==> src/rtl/attopu_sequencer.sv <==
// Multi-cycle control sequencer for the attopu core: fetch/decode/exec/mem/write-back
// with memory handshakes, halt/resume, a memory-wait watchdog and a retired counter.
module attopu_sequencer #(
  parameter int MEM_TIMEOUT = 255,
  parameter int CNT_W       = 16
) (
  input  logic             clk,
  input  logic             rst_n,
  input  logic [2:0]       opcode,
  input  logic             dec_reg_we,
  input  logic             imem_ack,
  input  logic             dmem_ack,
  input  logic             halt_req,
  input  logic             resume,
  output logic             imem_req,
  output logic             ir_load,
  output logic             dmem_req,
  output logic             dmem_we,
  output logic             reg_we,
  output logic             pc_en,
  output logic             halted,
  output logic             fault,
  output logic [2:0]       state,
  output logic [CNT_W-1:0] retired
);

  localparam logic [2:0] FETCH  = 3'd0;
  localparam logic [2:0] DECODE = 3'd1;
  localparam logic [2:0] EXEC   = 3'd2;
  localparam logic [2:0] MEM    = 3'd3;
  localparam logic [2:0] WB     = 3'd4;
  localparam logic [2:0] HALT   = 3'd5;

  localparam logic [7:0] WD_LAST = 8'(MEM_TIMEOUT - 1);

  logic [2:0] stateNext;
  logic [7:0] wdCnt;
  logic [7:0] wdNext;
  logic       clsMemRd;
  logic       clsMemWr;
  logic       clsWriter;
  logic       memWait;
  logic       timeout;

  function automatic logic isWriterOp(input logic [2:0] op);
    return (op == 3'b000) || (op == 3'b001) || (op == 3'b011);
  endfunction

  // Strobes are held low while reset is asserted, even though state already reads FETCH.
  always_comb begin
    imem_req = rst_n && (state == FETCH);
    ir_load  = imem_req && imem_ack;
    dmem_req = rst_n && (state == MEM);
    dmem_we  = dmem_req && clsMemWr;
    reg_we   = rst_n && (state == WB) && dec_reg_we && clsWriter;
    pc_en    = rst_n && (state == WB);
    halted   = rst_n && (state == HALT);
  end

  always_comb begin
    memWait   = ((state == FETCH) && !imem_ack) || ((state == MEM) && !dmem_ack);
    timeout   = memWait && (wdCnt == WD_LAST);
    stateNext = state;
    wdNext    = 8'd0;
    case (state)
      FETCH:   if (imem_ack) stateNext = DECODE;
      DECODE:  stateNext = EXEC;
      EXEC:    stateNext = (clsMemRd || clsMemWr) ? MEM : WB;
      MEM:     if (dmem_ack) stateNext = WB;
      WB:      stateNext = halt_req ? HALT : FETCH;
      HALT:    if (resume) stateNext = FETCH;
      default: stateNext = FETCH;
    endcase
    if (memWait) wdNext = wdCnt + 8'd1;
    // An ack on the last permitted cycle clears memWait, so it beats the timeout.
    if (timeout) begin
      stateNext = HALT;
      wdNext    = 8'd0;
    end
  end

  always_ff @(posedge clk or negedge rst_n) begin
    if (!rst_n) begin
      state     <= FETCH;
      wdCnt     <= 8'd0;
      clsMemRd  <= 1'b0;
      clsMemWr  <= 1'b0;
      clsWriter <= 1'b0;
      fault     <= 1'b0;
      retired   <= '0;
    end else begin
      state <= stateNext;
      wdCnt <= wdNext;
      if (state == DECODE) begin
        clsMemRd  <= (opcode == 3'b011);
        clsMemWr  <= (opcode == 3'b101);
        clsWriter <= isWriterOp(opcode);
      end
      if (timeout) fault <= 1'b1;
      else if ((state == HALT) && resume) fault <= 1'b0;
      if (state == WB) retired <= retired + CNT_W'(1);
    end
  end

endmodule

==> config.mk <==
export PLATFORM = sky130hd
export DESIGN_NAME = attopu_sequencer
export DESIGN_NICKNAME = d
export VERILOG_FILES = /design/src/rtl/attopu_sequencer.sv
export SDC_FILE = /design/constraint.sdc
export NUM_CORES = 1
export LEC_CHECK = 0
export ABC_CLOCK_PERIOD_IN_PS = 3500
export BUFFER_PORTS_ARGS = -buffer_cell sky130_fd_sc_hd__buf_2
export CELL_PAD_IN_SITES_DETAIL_PLACEMENT = 0
export CELL_PAD_IN_SITES_GLOBAL_PLACEMENT = 1
export CORE_ASPECT_RATIO = 0.7
export CORE_MARGIN = 3
export CORE_UTILIZATION = 35
export DETAILED_ROUTE_END_ITERATION = 8
export PLACE_DENSITY_LB_ADDON = 0.2
export SYNTH_ARGS = -nofsm -noshare
export SYNTH_HDL_FRONTEND = slang
export SYNTH_SLANG_ARGS = --single-unit
==> constraint.sdc <==
create_clock -name clk -period 3.5 [get_ports clk]
set_clock_uncertainty 0.15 [all_clocks]
set_input_delay 0.35 -clock clk [delete_from_list [all_inputs] [get_ports clk]]
set_output_delay 0.35 -clock clk [all_outputs]
set_load 0.03 [all_outputs]
Word-level counts from Yosys, hierarchy flattened
Index checks and enable logic that the tools add are counted.

storage, ports and cells
  register bits = 31
  output and inout port bits = 27
  word-level logic and storage cells = 54

cells by class
  $add $sub $neg = 2
  eq/ne operators = 12
  muxes and demuxes = 11
  reduce and logical (&&, ||, !) cells = 22

operator list
  operator                                                               number
  3-bit two-way mux                                                      6
  3-bit one-hot mux with 6 select lines                                  1
  16-bit by 1-bit adder with 16-bit output, second input constant        1
  8-bit two-way mux                                                      2
  1-bit logical AND                                                      12
  3-bit by 2-bit equality test with 1-bit output, second input constant  3
  3-bit equality test, second input constant                             3
  3-bit != test, second input constant                                   3
  8-bit by 1-bit adder with 8-bit output, second input constant          1
  8-bit equality test, second input constant                             1
  3-bit by 1-bit equality test with 1-bit output, second input constant  2
  3-bit zero test                                                        2
  1-bit logical OR                                                       4
  3-bit AND reduction                                                    1
  1-bit zero test                                                        2
  1-bit two-way mux                                                      2
  2-bit nonzero test                                                     1

Longest topological paths before layout
  depth after elaboration = 6
  depth in mapped cells = 5
  mapped depth without buffers = 5

Least setup slack after synthesis
Ideal clock, no wire load.

  path type = reg2out
  start = reg state[2]
  end = out reg_we
  data arrival time = 1754 ps
  data required time = 3000 ps
  path slack = 1246 ps
  cell stages (with the launch flop) = 5
  buffers on the path = 1
  path through = dfrtp_1 > buf_4 > nor3b_4 > and2_1 > and3_1

between the ends
  cells in the longest elaborated chain, start to end = 4

RTL lines
  item                            line  text
  start, declared                 23    output logic [2:0] state,
  start signal, assigned          92    state <= stateNext;
  3-bit equality test             --
  1-bit logical AND               --
  via pc_en                       20    output logic pc_en,
  1-bit logical AND (2 in a row)  55    reg_we = rst_n && (state == WB) && dec_reg_we && clsWriter;
  end, declared                   19    output logic reg_we,

The timed path passes the listed nets, and every way through them passes these cells.

Worst setup path after layout
  start = reg state[1]
  end = out reg_we

between the ends
  cells in the longest elaborated chain, start to end = 4

RTL lines
  item                            line
  3-bit equality test             55
  1-bit logical AND (3 in a row)  55

No other way between the ends.

==> impl_metrics.json <==
{
  "status": "complete, no violations",
  "seq_area_frac_synth": 0.500,
  "clockBufferDepth": 2,
  "ant_nets": 0,
  "portBuffers": 36,
  "netlist_area_sq_um": 1550,
  "layout_commonest_cell": "buf_2",
  "cts_buffers": 5,
  "grt_pass1_wl_microns": 5460,
  "ioPinCount": 37,
  "rows": 19,
  "holdPathEnd": "clsMemWr",
  "cts_resized": 0,
  "crit_path_start_kind": "flop",
  "cap_violations": 0,
  "p_switching_uw": 506,
  "cts.clk_slew.worst_paths_ps": 60,
  "crit_arrival_ps": 1800,
  "hold_path_depth": 2,
  "cp-end-kind": "output pin",
  "avgViaCountPerCell": 5.07,
  "p_sw_frac": 0.406,
  "syn2layout_area_growth_pct": 21.6,
  "fin_crit_sh": 0.656,
  "synth.distinct_cells": 44,
  "multi_input_area_sq_um": 752,
  "regArea_sq_um": 776,
  "antenna_found_initial": 0,
  "synth_edf_count": 0,
  "busiest_layer": "met2",
  "clock.fmax_ghz": 0.436,
  "drc": 0,
  "nNetsFinal": 204,
  "diodes": 0,
  "gp_congestion": 0.748,
  "initial_core_util": 0.379,
  "cts.sinks": 31,
  "drt-initial-drc-count": 57,
  "wire_per_inst_microns": 13.5,
  "grt_max_degree": 29,
  "h-tree-depth": 2,
  "fin_tns_setup_ps": 0,
  "setup_viol": 0,
  "synth-seq-cells": 31,
  "power_frac_seq": 0.440,
  "power_density_nw_per_um2": 661,
  "yosys_warnings": 0,
  "layout_common_cells": "buf_2 (36), dfrtp_1 (31), nand2_1 (17)",
  "clkLatencyLatePin_ps": 270,
  "maxSlewHeadroom": 0.712,
  "ff2ff_path_depth": 4,
  "p_total_uw": 1250,
  "rsz0062_at_grt": "false",
  "wirelength_microns": 3270,
  "hold_viol_final": 0,
  "r2r-end": "state[2]",
  "coreArea_sq_um": 4090,
  "netlist_instances": 149,
  "clkPwrFrac": 0.223,
  "fp.dieW_microns": 85.5,
  "intPower_uw": 741,
  "root_buffer": "clkbuf_8",
  "syn_nets": 162,
  "hold_ws_ps": 127,
  "die_h_microns": 61.7,
  "slew_violations": 0,
  "async_reset_ff_frac": 1.00,
  "worstMarginPinSlew_ps": 427,
  "drive_gt1_frac": 0.272,
  "track_usage": 0.136,
  "worstSetupPathType": "flop to output pin",
  "die_area_sq_um": 5280,
  "vias": 1233,
  "grt-ovfl-total": 0,
  "hp-class": "primary input to flop",
  "grt_pass1_vias": 1157,
  "min-delay-start": "opcode[1]",
  "combPwrFrac": 0.337,
  "cts_tree": "done",
  "hpwl_microns": 2460,
  "crit_required_ps": 3000,
  "ys_dominant_reg_cell": "dfrtp_1",
  "cts_hold_buf": 1,
  "use_met2": 0.196,
  "leakage_uw": 0.000904,
  "ir_drop_v": 0.000291,
  "avgSynthCellArea_sq_um": 10.4,
  "r2r_slack_ps": 1600,
  "drtPass1Iterations": 4,
  "cp_max_fo": 14,
  "fillers": 412,
  "reg2reg_from": "state[1]",
  "finalCriticalPeriod_ps": 2300,
  "use_met3": 0.0455,
  "met1_usage": 0.190,
  "post-cts-setup-buffer-count": 0
}
stage by stage:
step / setup WS (ps) / utilization / instance area (sq um) / std cells
after floorplan: 1250 / - / 1550 / 149
after global placement: 1580 / 0.437 / 1790 / 235
after detailed placement: 1500 / 0.437 / 1790 / 235
after CTS: 1180 / 0.461 / 1890 / 243
after global routing: 1090 / 0.461 / 1890 / 243
final: 1200 / 0.461 / 1890 / 243
cell usage after synthesis (2+ instances only):
cell | n | area share
nand4b_1 | 2 | 0.011
a21oi_1 | 5 | 0.016
ha_1 | 3 | 0.024
dfrtp_1 | 31 | 0.50
a21boi_1 | 2 | 0.0097
nor2_1 | 12 | 0.029
nor2b_1 | 2 | 0.0081
clkbuf_1 | 2 | 0.0048
o31ai_1 | 3 | 0.015
nand3_1 | 7 | 0.023
and3_1 | 5 | 0.020
or3_1 | 2 | 0.0081
o21ai_0 | 2 | 0.0065
xnor2_1 | 12 | 0.068
xor2_1 | 6 | 0.034
nand4_1 | 5 | 0.020
and2_1 | 4 | 0.016
inv_1 | 2 | 0.0048
nand2_1 | 17 | 0.041
critical path, cell delays in order, from the launching register on:
cell	delay, ps
dfrtp_1	540
nor3b_4	440
and2_1	200
and3_1	150
buf_2	190
cell families after synthesis:
group,Yosys count,share of synthesized area
and+or+nand+nor,69,0.254
DFF,31,0.500
AOI/OAI and AO/OA,22,0.0977
xor gates and xnor gates,18,0.102
buffers and inverters,5,0.0145
adders and majority gates,3,0.0242
muxes,1,0.00726
sequential cells by signal (all words and copies together) (netlist names):
register and flops:
clsMemRd 1, clsMemWr 1, clsWriter 1, fault 1, retired 16, state 3
wdCnt 8
power groups by stage:
| stage | Clock, uW | Sequential [uW] | Combinational, uW |
|---|---|---|---|
| 6_report | 278 | 548 | 420 |
| 3_5_place_dp | 0 | 555 | 426 |
| 4_1_cts | 291 | 549 | 429 |
| 2_1_floorplan | 0 | 590 | 265 |
| 5_1_grt | 308 | 563 | 474 |
| 3_3_place_gp | 0 | 543 | 422 |
worst max path at each step:
stage,from,to,slack (ps),depth (start not counted)
2_1_floorplan,state[2],reg_we,1250,4
3_3_place_gp,state[1],reg_we,1580,4
3_5_place_dp,state[1],reg_we,1500,4
4_1_cts,state[1],reg_we,1180,4
5_1_grt,state[1],reg_we,1090,4
6_report,state[1],reg_we,1200,4
routing by layer:
metal | vias up | part of all wire
li1 | 609 | -
met1 | 589 | 0.51
met2 | 33 | 0.42
met3 | 2 | 0.062
met4 | 0 | 0.0043
met5 | - | 0
area by class of cell:
| cell class | instances | area share |
|---|---|---|
| Sequential cell | 31 | 0.411 |
| Multi-Input combinational cell | 113 | 0.399 |
| Timing Repair Buffer | 38 | 0.105 |
| Clock buffer | 6 | 0.0438 |
| Tap cell | 52 | 0.0345 |
| Inverter | 2 | 0.00398 |
| Clock inverter | 1 | 0.00265 |
Power figures use the tool's default switching activity.
